`src/rtl/pulse_led_drive.sv`:
```
// pulse_led_drive
// Turns single-cycle active-high event pulses into active-low flashes of
// HOLD_CYCLES, each followed by a GAP_CYCLES high gap. Pulses that arrive
// while a flash is running are queued in a saturating counter. A pulse that
// arrives when the queue is already full is discarded and reported on drop.

module pulse_led_drive #(
    parameter int HOLD_CYCLES = 4,
    parameter int GAP_CYCLES  = 2,
    parameter int MAX_PENDING = 3
) (
    input  logic                             clk,
    input  logic                             rst_n,
    input  logic                             in,
    output logic                             out,
    output logic                             busy,
    output logic [$clog2(MAX_PENDING+1)-1:0] pending,
    output logic                             drop
);

    localparam int CNT_MAX = (HOLD_CYCLES > GAP_CYCLES) ? HOLD_CYCLES : GAP_CYCLES;
    localparam int CNT_W   = $clog2(CNT_MAX + 1);
    localparam int PEND_W  = $clog2(MAX_PENDING + 1);

    localparam logic [CNT_W-1:0]  HOLD_LOAD = CNT_W'(HOLD_CYCLES - 1);
    localparam logic [CNT_W-1:0]  GAP_LOAD  = CNT_W'(GAP_CYCLES - 1);
    localparam logic [PEND_W-1:0] PEND_MAX  = PEND_W'(MAX_PENDING);
    localparam logic [PEND_W-1:0] PEND_ONE  = PEND_W'(1);

    // Zero-length flashes, zero-length gaps or an empty queue are illegal.
    // Elaboration-time checks, so they report at time 0.
    if (HOLD_CYCLES < 1) begin : g_bad_hold
        $error("pulse_led_drive: HOLD_CYCLES must be >= 1");
    end
    if (GAP_CYCLES < 1) begin : g_bad_gap
        $error("pulse_led_drive: GAP_CYCLES must be >= 1");
    end
    if (MAX_PENDING < 1) begin : g_bad_max
        $error("pulse_led_drive: MAX_PENDING must be >= 1");
    end

    typedef enum logic [1:0] {
        IDLE = 2'd0,
        ON   = 2'd1,
        GAP  = 2'd2
    } state_t;

    state_t            state;
    logic [CNT_W-1:0]  cnt;
    logic              pend_full;
    logic              last_gap;

    // Queue-full and last-gap-cycle decodes shared by the sequencer below.
    always_comb begin
        pend_full = (pending == PEND_MAX);
        last_gap  = (state == GAP) && (cnt == '0);
    end

    // busy follows the state register directly so it moves with out.
    assign busy = (state != IDLE);

    // Flash sequencer, down-counter, pending queue and drop flag.
    always_ff @(posedge clk) begin
        if (!rst_n) begin
            state   <= IDLE;
            cnt     <= '0;
            out     <= 1'b1;
            pending <= '0;
            drop    <= 1'b0;
        end else begin
            drop <= 1'b0;

            // Pulses seen mid-flash (other than on the last gap cycle) are
            // queued, or flagged as dropped once the queue is full.
            if ((state == ON || state == GAP) && !last_gap && in) begin
                if (pend_full) begin
                    drop <= 1'b1;
                end else begin
                    pending <= pending + PEND_ONE;
                end
            end

            case (state)
                IDLE: begin
                    out <= 1'b1;
                    if (in) begin
                        state <= ON;
                        cnt   <= HOLD_LOAD;
                        out   <= 1'b0;
                    end
                end

                ON: begin
                    if (cnt == '0) begin
                        state <= GAP;
                        cnt   <= GAP_LOAD;
                        out   <= 1'b1;
                    end else begin
                        cnt <= cnt - 1'b1;
                    end
                end

                GAP: begin
                    if (cnt == '0) begin
                        // A pulse on this cycle takes over the slot being
                        // freed, so pending only shrinks when in is low.
                        if (pending != '0 || in) begin
                            state <= ON;
                            cnt   <= HOLD_LOAD;
                            out   <= 1'b0;
                        end else begin
                            state <= IDLE;
                            out   <= 1'b1;
                        end
                        if (pending != '0 && !in) begin
                            pending <= pending - PEND_ONE;
                        end
                    end else begin
                        cnt <= cnt - 1'b1;
                    end
                end

                default: begin
                    state <= IDLE;
                    cnt   <= '0;
                    out   <= 1'b1;
                end
            endcase
        end
    end

endmodule
```
`config.mk`:
```
export PLATFORM = sky130hd
export DESIGN_NAME = pulse_led_drive
export DESIGN_NICKNAME = d
export VERILOG_FILES = /design/src/rtl/pulse_led_drive.sv
export SDC_FILE = /design/constraint.sdc
export NUM_CORES = 1
export LEC_CHECK = 0
export CORE_AREA = 3 3 40 42
export CTS_BUF_LIST = sky130_fd_sc_hd__clkbuf_2 sky130_fd_sc_hd__clkbuf_4 sky130_fd_sc_hd__clkbuf_8
export DETAILED_ROUTE_END_ITERATION = 6
export DIE_AREA = 0 0 43 45
export PLACE_DENSITY = 0.65
export SLEW_MARGIN = 20
export SYNTH_ARGS = -nofsm -noshare
export SYNTH_HDL_FRONTEND = slang
export SYNTH_SLANG_ARGS = --single-unit
```
`constraint.sdc`:
```
create_clock -name clk -period 2.17 [get_ports clk]
set_clock_uncertainty 0.15 [all_clocks]
set_input_delay 0.5425 -clock clk [delete_from_list [all_inputs] [get_ports clk]]
set_output_delay 0.5425 -clock clk [all_outputs]
set_load 0.01 [all_outputs]
```
==> impl.org, run 1 <==
** Routing
- In this run the remaining antenna-violating nets after routing total 0.
- The first routing iteration left 12 violations.
- For this run, the detailed router's first-pass iteration total came to 4.
- Vias per cell :: 5.38
- In the final routed layout, each cell accounts on average for 11.9 um.
- After detailed routing, the total wire length is 1130 um.
- For this block, the via count after detailed routing is 511.
- DRC violation count after routing :: 0

** Floorplan
- For this configuration, the core starts out at a cell density of 0.447.
- Total Die Area :: 1940 um^2
- In this run the vertical extent of the chip is 45 um.
- Die Wd :: 43 um
- Number of placed I/O pins :: 8
- Number of placement rows :: 13
- Core area :: 1280 um^2

** Power and ir drop
- The completed layout was analyzed and its total power is 0.000612 W.
- The analysis attributes to cell leakage a power of 0.288 nW.
- For this design the ratio of total power to cell area is 868 nW/um^2.
- Across the VDD grid, the largest voltage drop is 0.000332 V.

** Timing
- In this run the tightest slew margin relative to its limit is 0.792.
- Period utilisation layout :: 0.906
- For the finished layout, the period the worst path requires is 1.97 ns.
- In the final timing run, aggregate negative setup slack is 0 ns.
- On the final layout, the worst hold slack is 0.335 ns.
- Least-Margin Pin Slew :: 0.308 ns
- The final number of max-transition violations came to 0.
- Total of endpoints with negative setup slack in the final report :: 0
- Maximum clock frequency :: 509 MHz
- Hold violation count in the final report :: 0
- Setup repair after global routing left no endpoint under its margin.

** Setup path
- Walking the worst path, the cells encountered are clkdlybuf4s50_1.
- CP delay by family, top :: buffers and inverters
- Reg2reg start :: pending[0]
- Type of element capturing the critical path :: primary output
- Together, buffers and inverters on the worst path number 1.
- On the critical path, the stage with the largest delay is an instance of sky130_fd_sc_hd__clkdlybuf4s50_1.
- STA classifies the critical path startpoint as a register.
- By startpoint and endpoint, the worst setup path is classified as register to primary output.
- Maximum net fanout on the critical path :: 7
- Path depth of the worst reg2reg path :: 6
- Critical path data required time :: 1.48 ns
- Worst R2R End :: pending[1]
- For this run, the slowest stage of the critical path takes 0.58 ns.
- The worst register-to-register path has a setup slack of 0.47 ns.
- Data on the critical path arrives at its endpoint at 1.27 ns.

** Clocking
- TritonCTS built the clock tree.
- The number of setup buffers added after CTS is 0.
- Clk_lat worst skew :: 0.25 ns
- Clock transition at the registers of the reported paths :: 0.06 ns
- TritonCTS Sinks :: 9
- TritonCTS buffer count :: 3
- In this run the deepest clock path goes through 2 buffers.
- Root cell of the clock tree :: sky130_fd_sc_hd__clkbuf_4
- CTS resizes :: 0
- After clock tree synthesis, the flow added hold-fix buffers numbering 0.
- H-tree depth reported by CTS :: 1

** Logic synthesis
- The mapped netlist covers 574 um^2.
- The share of the Yosys chip area taken by registers is 0.314.
- Leading area contributor after synthesis :: sky130_fd_sc_hd__dfxtp_1
- A synthesized cell averages 8.32 um^2.
- Synthesis produced 69 cells.
- The Yosys step of the flow raised 0 warnings.
- Dominant cells by area after synthesis :: sky130_fd_sc_hd__dfxtp_1 31%, sky130_fd_sc_hd__ha_1 8.7%, sky130_fd_sc_hd__o21ai_0 4.4%
- Of the post-synthesis cell area, the dominant cell type holds 0.314.
- Synth Net Count :: 76
- Unique cell type count in the Yosys netlist :: 32
- After synthesis the netlist holds a flip-flop and latch count of 9.

** Hold path
- End of the worst hold path :: cnt[2]
- The worst hold path was traced through 2 stages.
- Hold path startpoint :: cnt[2]
- Worst hold-check path type :: register to register

** Global routing
- For this run, the total global-route usage over all layers was measured as 0.137.
- Initial antenna violation count :: 0
- Via count of the first global-routing pass :: 441
- The first global-routing pass estimated 1970 um of wire.
- Global routing finished with a remaining overflow of 0.
- Maximum number of pins on one net before global-route repair :: 15

** Final layout
- Commonest non-fill, non-tap cell in the layout :: sky130_fd_sc_hd__dfxtp_1
- From synthesis to final layout, the design area changed by 22.7%.
- Most frequent cells in the layout :: 9 x sky130_fd_sc_hd__dfxtp_1, 7 x sky130_fd_sc_hd__clkdlybuf4s50_1, 5 x sky130_fd_sc_hd__nor2_1, 5 x sky130_fd_sc_hd__o21ai_0, 5 x sky130_fd_sc_hd__nand2_1
- After filler insertion, the fill cell instance count of the layout stands at 124.
- Layout cells sized above 1 :: 0.138
- The net count of the finished layout is 88.
- The repair_antennas step left the layout with diodes totalling 0.
- After routing the design area is 704 um^2.
- Post-Route Utilization :: 0.548

** Placed design
- Port buffering added 7 buffers.
- Final HPWL from detailed placement :: 834 um
- Final GP Congestion :: 0.728
- Summing all placed instances gives a cell area of 674 um^2.

** Run status
- The flow ran to the end, and the final reports show no timing, DRC or antenna violations.

** Job
- The tool flagged a number of max-cap violations equal to 0.
[kinds of logic (layout without fill, tap and decap cells)]
family / Yosys count / in the layout / synth area share
buffers and inverters: 7 / 18 / 0.0523
AOI/OAI and AO/OA: 14 / 14 / 0.179
and+or+nand+nor: 34 / 34 / 0.353
adders and majority gates: 4 / 4 / 0.0871
xor gates and xnor gates: 1 / 1 / 0.0153
DFF: 9 / 9 / 0.314
[stage by stage]
| stage | std cells | setup WS [ns] |
|---|---|---|
| after floorplan | 69 | 0.562 |
| after global placement | 91 | 0.201 |
| after detailed placement | 91 | 0.126 |
| after CTS | 95 | 0.189 |
| after global routing | 95 | 0.106 |
| final | 95 | 0.204 |
[flip-flops by register name (all words and copies together) (netlist names)]
name     count
state        2
pending      2
cnt          3
out          1
drop         1
[final cells by class]
| class | count | area, um^2 | share of cell area |
|---|---|---|---|
| clock buffer | 4 | 30.0 | 0.0426 |
| inverter | 3 | 11.3 | 0.0160 |
| multi-input combinational | 53 | 364 | 0.517 |
| sequential | 9 | 180 | 0.256 |
| tap | 15 | 18.8 | 0.0266 |
| timing repair buffer | 11 | 100 | 0.142 |
[worst max path at each step]
stage | startpoint | endpoint | slack, ns | cells after the start
CTS | state[0] | busy | 0.19 | 3
floorplan | pending[0] | pending[1] | 0.56 | 6
finish | pending[0] | pending[0] | 0.20 | 1
global placement | in | pending[0] | 0.20 | 5
global route | state[0] | busy | 0.11 | 3
detailed placement | in | pending[0] | 0.13 | 5
[report_power, final]
group	internal [W]	switching, W	leakage (nW)
logic	0.000127	0.000119	0.196
registers	0.000193	0.0000361	0.0741
clock network	0.0000830	0.0000533	0.0184
total	0.000404	0.000208	0.288
[Yosys cell counts]
| cell type | number |
|---|---|
| sky130_fd_sc_hd__o21ai_0 | 5 |
| sky130_fd_sc_hd__buf_2 | 3 |
| sky130_fd_sc_hd__nand3b_1 | 2 |
| sky130_fd_sc_hd__nand2_1 | 5 |
| sky130_fd_sc_hd__a2bb2oi_1 | 1 |
| sky130_fd_sc_hd__a311o_1 | 1 |
| sky130_fd_sc_hd__a21oi_1 | 1 |
| sky130_fd_sc_hd__o311ai_0 | 1 |
| sky130_fd_sc_hd__o31a_1 | 1 |
| sky130_fd_sc_hd__nor2_1 | 5 |
| sky130_fd_sc_hd__a32o_1 | 1 |
| sky130_fd_sc_hd__clkbuf_1 | 1 |
| sky130_fd_sc_hd__and3_2 | 1 |
| sky130_fd_sc_hd__ha_1 | 4 |
| sky130_fd_sc_hd__a211o_1 | 1 |
| sky130_fd_sc_hd__dfxtp_1 | 9 |
| sky130_fd_sc_hd__nand4_1 | 2 |
| sky130_fd_sc_hd__a211oi_1 | 1 |
| sky130_fd_sc_hd__nand3_1 | 3 |
| sky130_fd_sc_hd__nand4b_1 | 2 |
| sky130_fd_sc_hd__nor2b_1 | 1 |
| sky130_fd_sc_hd__and2_1 | 2 |
| sky130_fd_sc_hd__nor3_2 | 1 |
| sky130_fd_sc_hd__and3_1 | 2 |
| sky130_fd_sc_hd__nor3b_1 | 3 |
| sky130_fd_sc_hd__or3_1 | 1 |
| sky130_fd_sc_hd__xor2_1 | 1 |
| sky130_fd_sc_hd__nand2b_1 | 2 |
| sky130_fd_sc_hd__and3b_2 | 1 |
| sky130_fd_sc_hd__nor3_1 | 1 |
| sky130_fd_sc_hd__o211a_1 | 1 |
| sky130_fd_sc_hd__inv_1 | 3 |
[per-layer routing]
layer,up-vias,wire [um],part of all wire,global-route usage
met5,-,0,0,0
met4,0,13,0.012,0.0723
met3,2,42,0.037,0.0359
met2,8,494,0.44,0.198
met1,226,578,0.51,0.186
li1,275,-,-,-
Power figures use the tool's default switching activity.
==> run 2, diff against run 1 <==
--- a/config.mk
+++ b/config.mk
@@ -9,6 +9,7 @@
 export CTS_BUF_LIST = sky130_fd_sc_hd__clkbuf_2 sky130_fd_sc_hd__clkbuf_4 sky130_fd_sc_hd__clkbuf_8
 export DETAILED_ROUTE_END_ITERATION = 6
 export DIE_AREA = 0 0 43 45
+export HOLD_SLACK_MARGIN = 0.12
 export PLACE_DENSITY = 0.65
 export SLEW_MARGIN = 20
 export SYNTH_ARGS = -nofsm -noshare
==> constraint.sdc (replaced) <==
create_clock -name clk -period 2.17 [get_ports clk]
set_clock_uncertainty 0.15 [all_clocks]
set_input_delay 0.5425 -clock clk [delete_from_list [all_inputs] [get_ports clk]]
set_output_delay 0.5425 -clock clk [all_outputs]
set_load 0.02 [all_outputs]
==> run 2 against run 1 <==
Compared with the run above:
- design area is the same
- routed wire length is 4.5% higher
- clock power increased by 4%
- critical path type unchanged
==> impl.org, run 2 (synthesis results as in run 1) <==
** Run status
- The flow ran to the end, and the final reports show no timing, DRC or antenna violations.

** Global routing
- Grt met3 use :: 0.0239
- Maximum number of pins on one net before global-route repair :: 15
- Met2 GRT Util :: 0.237
- In this run the most used layer during global routing was met2.
- In the global route stage, overall resource usage came out at 0.143.
- The first global-routing pass estimated 2100 um of wire.
- Summed over all layers, the global routing overflow is 0.
- Global Route met1 Usage :: 0.175
- The via count of the first global-routing pass is 510.
- Initial antenna violation count :: 0

** Timing
- The worst pin sits at a relative slew slack of 0.787.
- Of the available clock period, the critical path in the final layout requires 0.943.
- Maximum clock frequency :: 489 MHz
- Least-Margin Pin Slew :: 0.316 ns
- The final number of max-transition violations came to 0.
- Setup violations remaining at the end of the flow were counted as 0.
- The tightest hold path in the finished design has a slack of 0.329 ns.
- Setup repair after global routing left no endpoint under its margin.
- Crit path time final :: 2.05 ns
- Hold violation count in the final report :: 0
- Setup TNS after final layout :: 0 ns

** Hold path
- Worst hold-check path type :: register to register

** Final layout
- Top Registers :: cnt x3, pending x2, state x2
- 0 antenna diodes ended up in the layout.
- Leaving out fill and tap cells, the most frequent cell in the layout is sky130_fd_sc_hd__dfxtp_1.
- At the end of the flow, the number of nets in the layout was 88.
- cnt holds more flip-flops than any other register.
- Of the cells placed in the final design, the portion with a size suffix greater than 1 is 0.138.
- Number of flip-flops under the largest register name :: 3
- Most frequent cells in the layout :: 9 x sky130_fd_sc_hd__dfxtp_1, 7 x sky130_fd_sc_hd__clkdlybuf4s50_1, 5 x sky130_fd_sc_hd__nor2_1, 5 x sky130_fd_sc_hd__o21ai_0, 5 x sky130_fd_sc_hd__nand2_1
- Area growth from synthesis to layout :: 22.7%
- Post-Layout Cell Count :: 95

** Clocking
- Clock tree from TritonCTS :: built
- CTS built an H-tree with a depth of 1.
- The number of clock buffers added by TritonCTS is 3.
- The tree is rooted in a sky130_fd_sc_hd__clkbuf_4.
- Buffers inserted to repair hold after CTS numbered 0.
- After clock tree synthesis, the clock-pin slew on the worst setup and hold paths is 0.06 ns.
- Clock tree synthesis found a total of 9 sinks.
- Maximum count of clock buffers along a single path :: 2
- Once the clock tree was built, the resizer swapped 0 gates to a different size.
- For the worst-skew pair, the clock arrives at the later sink with an insertion delay of 0.25 ns.
- In this run the post-CTS setup repair buffer count came out at 0.

** Floorplan
- After floorplanning, the core was divided into 13 placement rows.
- Core area :: 1280 um^2
- The initial utilization of the core area, before any placement, comes to 0.447.
- Number of placed I/O pins :: 8
- Total Die Area :: 1940 um^2
- Measured along the x axis, the die boundary spans 43 um.
- The floorplan step set the die height to 45 um.

** Routing
- Final wirelength :: 1180 um
- In the routed layout, each cell is associated on average with a via count of 5.58.
- Dividing the detail-routed wire length by the instance count gives 12.4 um.
- The count of nets left with antenna violations once routing finished came out at 0.
- DRC violation count after routing :: 0
- First drt pass iteration count :: 4
- Violation count after the first detailed-route iteration :: 10
- Count of vias placed by the detailed router :: 530

** Setup path
- Critical path's slowest cell :: sky130_fd_sc_hd__clkdlybuf4s50_1
- Of all nets on the critical path, the largest fanout is 7.
- The signal on the critical path passes through clkdlybuf4s50_1.
- Highest cell delay on the worst timing path :: 0.65 ns
- Type of element capturing the critical path :: primary output
- Data on the critical path arrives at its endpoint at 1.35 ns.
- Critical path data required time :: 1.48 ns
- Grouping stages by cell kind, the critical path spends the most delay in buffers and inverters.
- Sum of buffers and inverters on the critical path :: 1
- Category of the worst setup path launch point :: register
- The setup path with the least slack is of type register to primary output.

** Placed design
- Count of input and output buffers :: 7
- Final GP Congestion :: 0.793
- The number of placed instances, taps included, is 91.
- Final HPWL from detailed placement :: 848 um

** Power and ir drop
- For this design the static power due to leakage is 0.288 nW.
- VDD sags by at most 0.000397 V.
- Power density over cell area :: 893 nW/um^2

** Job
- Across the run, the number of max-cap violations was 0.
==> run 2: path summary, 6_finish.rpt <==
path               from         end  slack (ns)  cells after the start
max          pending[0]  pending[0]        0.12                      1
min              cnt[2]      cnt[2]        0.33                      2
max reg2reg  pending[0]  pending[1]        0.46                      6
min reg2reg      cnt[2]      cnt[2]        0.33                      2
==> run 2: layout make-up <==
| type | count | area (um^2) |
|---|---|---|
| inverters | 3 | 11.3 |
| repair buffers | 11 | 100 |
| clock buffers | 4 | 30.0 |
| multi-input cells | 53 | 364 |
| well taps | 15 | 18.8 |
| flip-flops and latches | 9 | 180 |
| fillers | 123 | 581 |
==> run 2: stage by stage <==
stage / cell area (um^2) / util / setup WS, ns / power, W
after floorplan: 574 / - / 0.477 / 0.000404
after global placement: 674 / 0.525 / 0.208 / 0.000488
after detailed placement: 674 / 0.525 / 0.145 / 0.000491
after CTS: 704 / 0.548 / 0.117 / 0.000634
after global routing: 704 / 0.548 / 0.0356 / 0.000676
final: 704 / 0.548 / 0.125 / 0.000629
==> run 2: where the power goes <==
part	internal (W)	switching [W]	total (W)
clock network	0.0000833	0.0000574	0.000141
logic	0.000127	0.000132	0.000259
registers	0.000193	0.0000360	0.000229
==> run 2: routing by layer <==
metal | up-vias | wire, um | part of all wire
li1 | 272 | - | -
met1 | 248 | 563 | 0.48
met2 | 8 | 570 | 0.48
met3 | 2 | 32 | 0.027
met4 | 0 | 13 | 0.011
met5 | - | 0 | 0
==> patch 1: new RTL, flow settings as in run 2 <==
Set the parameter `HOLD_CYCLES` to 2 (it was 4).
--- a/src/rtl/pulse_led_drive.sv
+++ b/src/rtl/pulse_led_drive.sv
@@ -5,7 +5,7 @@
 // arrives when the queue is already full is discarded and reported on drop.
 
 module pulse_led_drive #(
-    parameter int HOLD_CYCLES = 4,
+    parameter int HOLD_CYCLES = 2,
     parameter int GAP_CYCLES  = 2,
     parameter int MAX_PENDING = 3
 ) (
Function: changed (a bounded check fails within 4 cycles, from zero or initial values and one cycle with rst_n low).
==> patch 1 against run 2 <==
Global-route usage shrank 2.0 points; critical path depth is 3 higher; count of clock-buffer cells in the layout is 1 lower; clock power shrank 17%; first-iteration DRC count fell by 60%; fmax decreased by 0.74%; wire length decreased by 16%; sequential cell count is 1 lower; power is 37% higher; cell area decreased by 2.1%; worst setup slack lost 15 ps; via count fell by 11%; area after synthesis down 2.4%; highest routed layer unchanged.
==> patch 1: results (changes against run 2) <==
synth:
  synth_fa_ha_area_share_pct: 20.1  # +11 points
  synth_top_area_share_pct: 28.6  # -2.8 points
  synthesis.instances: 62  # -10%
  synth-compound-area-share_pct: 23.7  # +5.8 points
  synth-seq-area-share_pct: 28.6  # -2.8 points
  synth_mux_area_share_pct: 1.79  # +1.8 points
  netlist_top_cells_count: "9 x ha_1, 8 x dfxtp_1, 8 x inv_1"
  synth_ff_type: "dfxtp_1"
  synthTopCellsByArea: "dfxtp_1 29%, ha_1 20%, inv_1 5.4%"
  synth.distinct_cells: 27  # -16%
global_route:
  grt_pass1_vias: 441  # -14%
  grt_max_degree: 9  # -6
  grt_use_total_pct: 12.3  # -2.0 points
  met2_usage_pct: 18.6  # -5.1 points
  met3_usage_pct: 3.59  # +1.2 points
  met1_usage_pct: 15.7  # -1.8 points
  grt_pass1_wl_um: 1790  # -15%
drt:
  dr_wl_met3_um: 29  # -9.4%
  wl_per_cell_um: 11.2  # -9.9%
  drtIter0Drc: 4  # -6
  vias: 471  # -11%
  wl_met2_um: 425  # -25%
  wl_met1_um: 517  # -8.2%
power:
  powerClk_w: 0.000117  # -17%
  ir_worst_vdd_v: 0.000677  # +71%
  p_seq_w: 0.000245  # +7%
  swShare_pct: 42.7  # +6.8 points
  p_comb_w: 0.000497  # +92%
  p_leak_nw: 0.323  # +12%
placement:
  placed_cells: 86  # -5.5%
  hpwl_um: 775  # -8.5%
  gp_congestion: 0.705  # -11%
  pre_cts_ws_ps: 48.5  # -96.3 ps
cts:
  cts_root_buffer: "clkbuf_4"
  clockBufferDepth: 2  # unchanged
  cts_resized: 1  # +1
  clk_latency_ps: 260
setup_path:
  r2r-end: "state[0]"
  crit_arrival_ps: 1370  # +20 ps
  cpMaxStageDelayCell: "dfxtp_1"
  cpPeakStageDelay_ps: 400  # -250 ps
  rrSetupSlack_ps: 310  # -150 ps
  path_max_fanout: 5  # -2
  r2r_start: "state[0]"
timing:
  slew_headroom_pct: 73.0  # -5.8 points
  hold_slack_ps: 350  # +21.3 ps
min_path:
  hold_end: "out"
  min_from: "out"
finish:
  reg_top3: "cnt: 2 flops, pending: 2 flops, state: 2 flops"
  final_cells: 89  # -6.3%
  drive_gt1_share_pct: 14.9  # +1.1 points
outcome:
  status: "finished clean"
==> patch 1: how the worst max path moves through the flow <==
stage | slack, ps | endpoint
4_1_cts | 60 | busy
3_3_place_gp | 70 | pending[1]
3_5_place_dp | 50 | pending[1]
6_report | 110 | busy
5_1_grt | 20 | busy
2_1_floorplan | 470 | pending[0]
==> patch 1: final cells by class <==
class / instances / area (um2) / area share [%]
Sequential cell: 8 / 160 / 23.2
Timing Repair Buffer: 10 / 92.6 / 13.4
Tap cell: 15 / 18.8 / 2.72
Clock buffer: 3 / 22.5 / 3.27
Inverter: 8 / 30.0 / 4.36
Multi-Input combinational cell: 45 / 365 / 53.0
==> patch 1: metrics by stage <==
step / utilization, % / cell area (um2)
5_1_grt: 53.7 / 689
6_report: 53.7 / 689
3_3_place_gp: 51.9 / 667
3_5_place_dp: 51.9 / 667
2_1_floorplan: - / 561
4_1_cts: 53.6 / 688
==> patch 2: new RTL, settings of run 2 <==
Without the edit above. Register the output `busy`, cleared by the reset; this adds one clock of latency there. The other outputs are not delayed to match.
--- a/src/rtl/pulse_led_drive.sv
+++ b/src/rtl/pulse_led_drive.sv
@@ -57,7 +57,13 @@
     end
 
     // busy follows the state register directly so it moves with out.
-    assign busy = (state != IDLE);
+    always_ff @(posedge clk) begin
+        if (!rst_n) begin
+            busy <= '0;
+        end else begin
+            busy <= (state != IDLE);
+        end
+    end
 
     // Flash sequencer, down-counter, pending queue and drop flag.
     always_ff @(posedge clk) begin
Behaviour: not the same (a bounded check fails within 4 cycles, from zero or initial values and one cycle with rst_n low).
==> patch 2 against run 2 <==
Critical path depth stayed put; synthesized cell count increased by 8.7%; area after synthesis is 8.1% higher; cell area rose by 6.6%; worst setup slack gained 24 ps; fmax is 1.2% higher; wire length grew 11%; sequential cell count is 1 higher; power is 11% higher; sequential power is 16% higher; largest cell class unchanged.
==> patch 2: results (changes against run 2) <==
finish:
  buf_share_pct: 13.3  # -0.88 points
  fillers: 124  # +0.81%
  seq_share_pct: 26.7  # +1.1 points
  nets: 93  # +5.7%
  inv_count: 5  # +2
  clk_share_pct: 4.83  # +0.57 points
  reg_top3: "cnt: 3 flops, pending: 2 flops, state: 2 flops"
  multi_input_area_share_pct: 50.2  # -1.5 points
  antennaDiodeCount: 0  # unchanged
  drive_gt1_share_pct: 10.6  # -3.2 points
  multi_input_cells: 55  # +3.8%
  seq_cells: 10  # +1
  clockBufferCount: 4  # unchanged
setup_path:
  reg2regPathDepth: 7  # +1
  rrSetupSlack_ps: 290  # -170 ps
  path_max_fanout: 6  # -1
  startpoint: "pending[0]"
  crit_arrival_ps: 1330  # -20 ps
  r2r-end: "pending[0]"
power:
  p_clk_share_pct: 24.3  # +1.9 points
  p_comb_w: 0.000262
  p_switching_w: 0.000253  # +12%
  p_leak_nw: 0.300  # +3.9%
  ir_worst_vdd_v: 0.000409  # +3.0%
placement:
  gp_congestion: 0.746  # -5.9%
  hpwl_um: 928  # +9.4%
  pre_cts_ws_ps: 155  # +10.6 ps
synth:
  netlist_top_cells_count: "10 x dfxtp_1, 6 x a21oi_1, 6 x nand2_1"
  synth.distinct_cells: 33  # +3.1%
  synth-xor-area-share_pct: 0  # -1.5 points
  synth_ff_type: "dfxtp_1"
  synth-compound-area-share_pct: 28.2  # +10 points
  syn_nets: 82  # +7.9%
  synth-seq-area-share_pct: 32.3  # +0.89 points
  synthTopCellsByArea: "dfxtp_1 32%, ha_1 8.1%, a21oi_1 4.8%"
  synth_fa_ha_area_share_pct: 8.06  # -0.65 points
  synth_mux_area_share_pct: 0  # unchanged
cts:
  cts_setup_buffers: 0  # unchanged
  cts_hold_buf: 0  # unchanged
  clk_latency_ps: 270  # +20 ps
  cts_resized: 0  # unchanged
min_path:
  holdCritPathClass: "register to register"
  min_from: "cnt[2]"
  hold_end: "cnt[2]"
global_route:
  grt_pass1_vias: 512  # +0.39%
  grt_use_total_pct: 16.0  # +1.7 points
  grt_pass1_wl_um: 2330  # +11%
  antenna_found_initial: 0  # unchanged
  grt_max_degree: 14  # -1
drt:
  drtIter0Drc: 13  # +3
  vias: 588  # +11%
  wl_per_cell_um: 13.1  # +5.2%
  dr.pass1.iters: 4  # unchanged
outcome:
  status: "finished clean"
timing:
  timing.fmax_mhz: 495  # +1.2%
  slew_headroom_pct: 72.3  # -6.4 points
==> patch 2: cell types whose count changed after synthesis, sizes merged, moves of 2 or more <==
cell | run 2 | this run
a21oi | 1 | 6
a211o | 1 | 3
and2 | 2 | 0
inv | 3 | 5
nand4 | 2 | 0
nand4b | 2 | 0
nor2 | 5 | 3
nor2b | 1 | 3
==> patch 2: routing by layer <==
metal / global-route usage (%) / part of all wire [%] / up-vias
li1: - / - / 294
met1: 22.4 / 49 / 272
met2: 23.4 / 45 / 20
met3: 3.59 / 5.2 / 2
met4: 7.23 / 1.4 / 0
met5: 0 / 0 / -
==> patch 2: through the flow <==
step / hold WS, ps / cells / instance area, um2 / power (W)
after global placement: 331 / 96 / 714 / 0.000527
after floorplan: 314 / 75 / 621 / 0.000449
after global routing: 403 / 100 / 751 / 0.000750
after detailed placement: 351 / 96 / 714 / 0.000530
after CTS: 362 / 100 / 751 / 0.000703
final: 356 / 100 / 751 / 0.000696
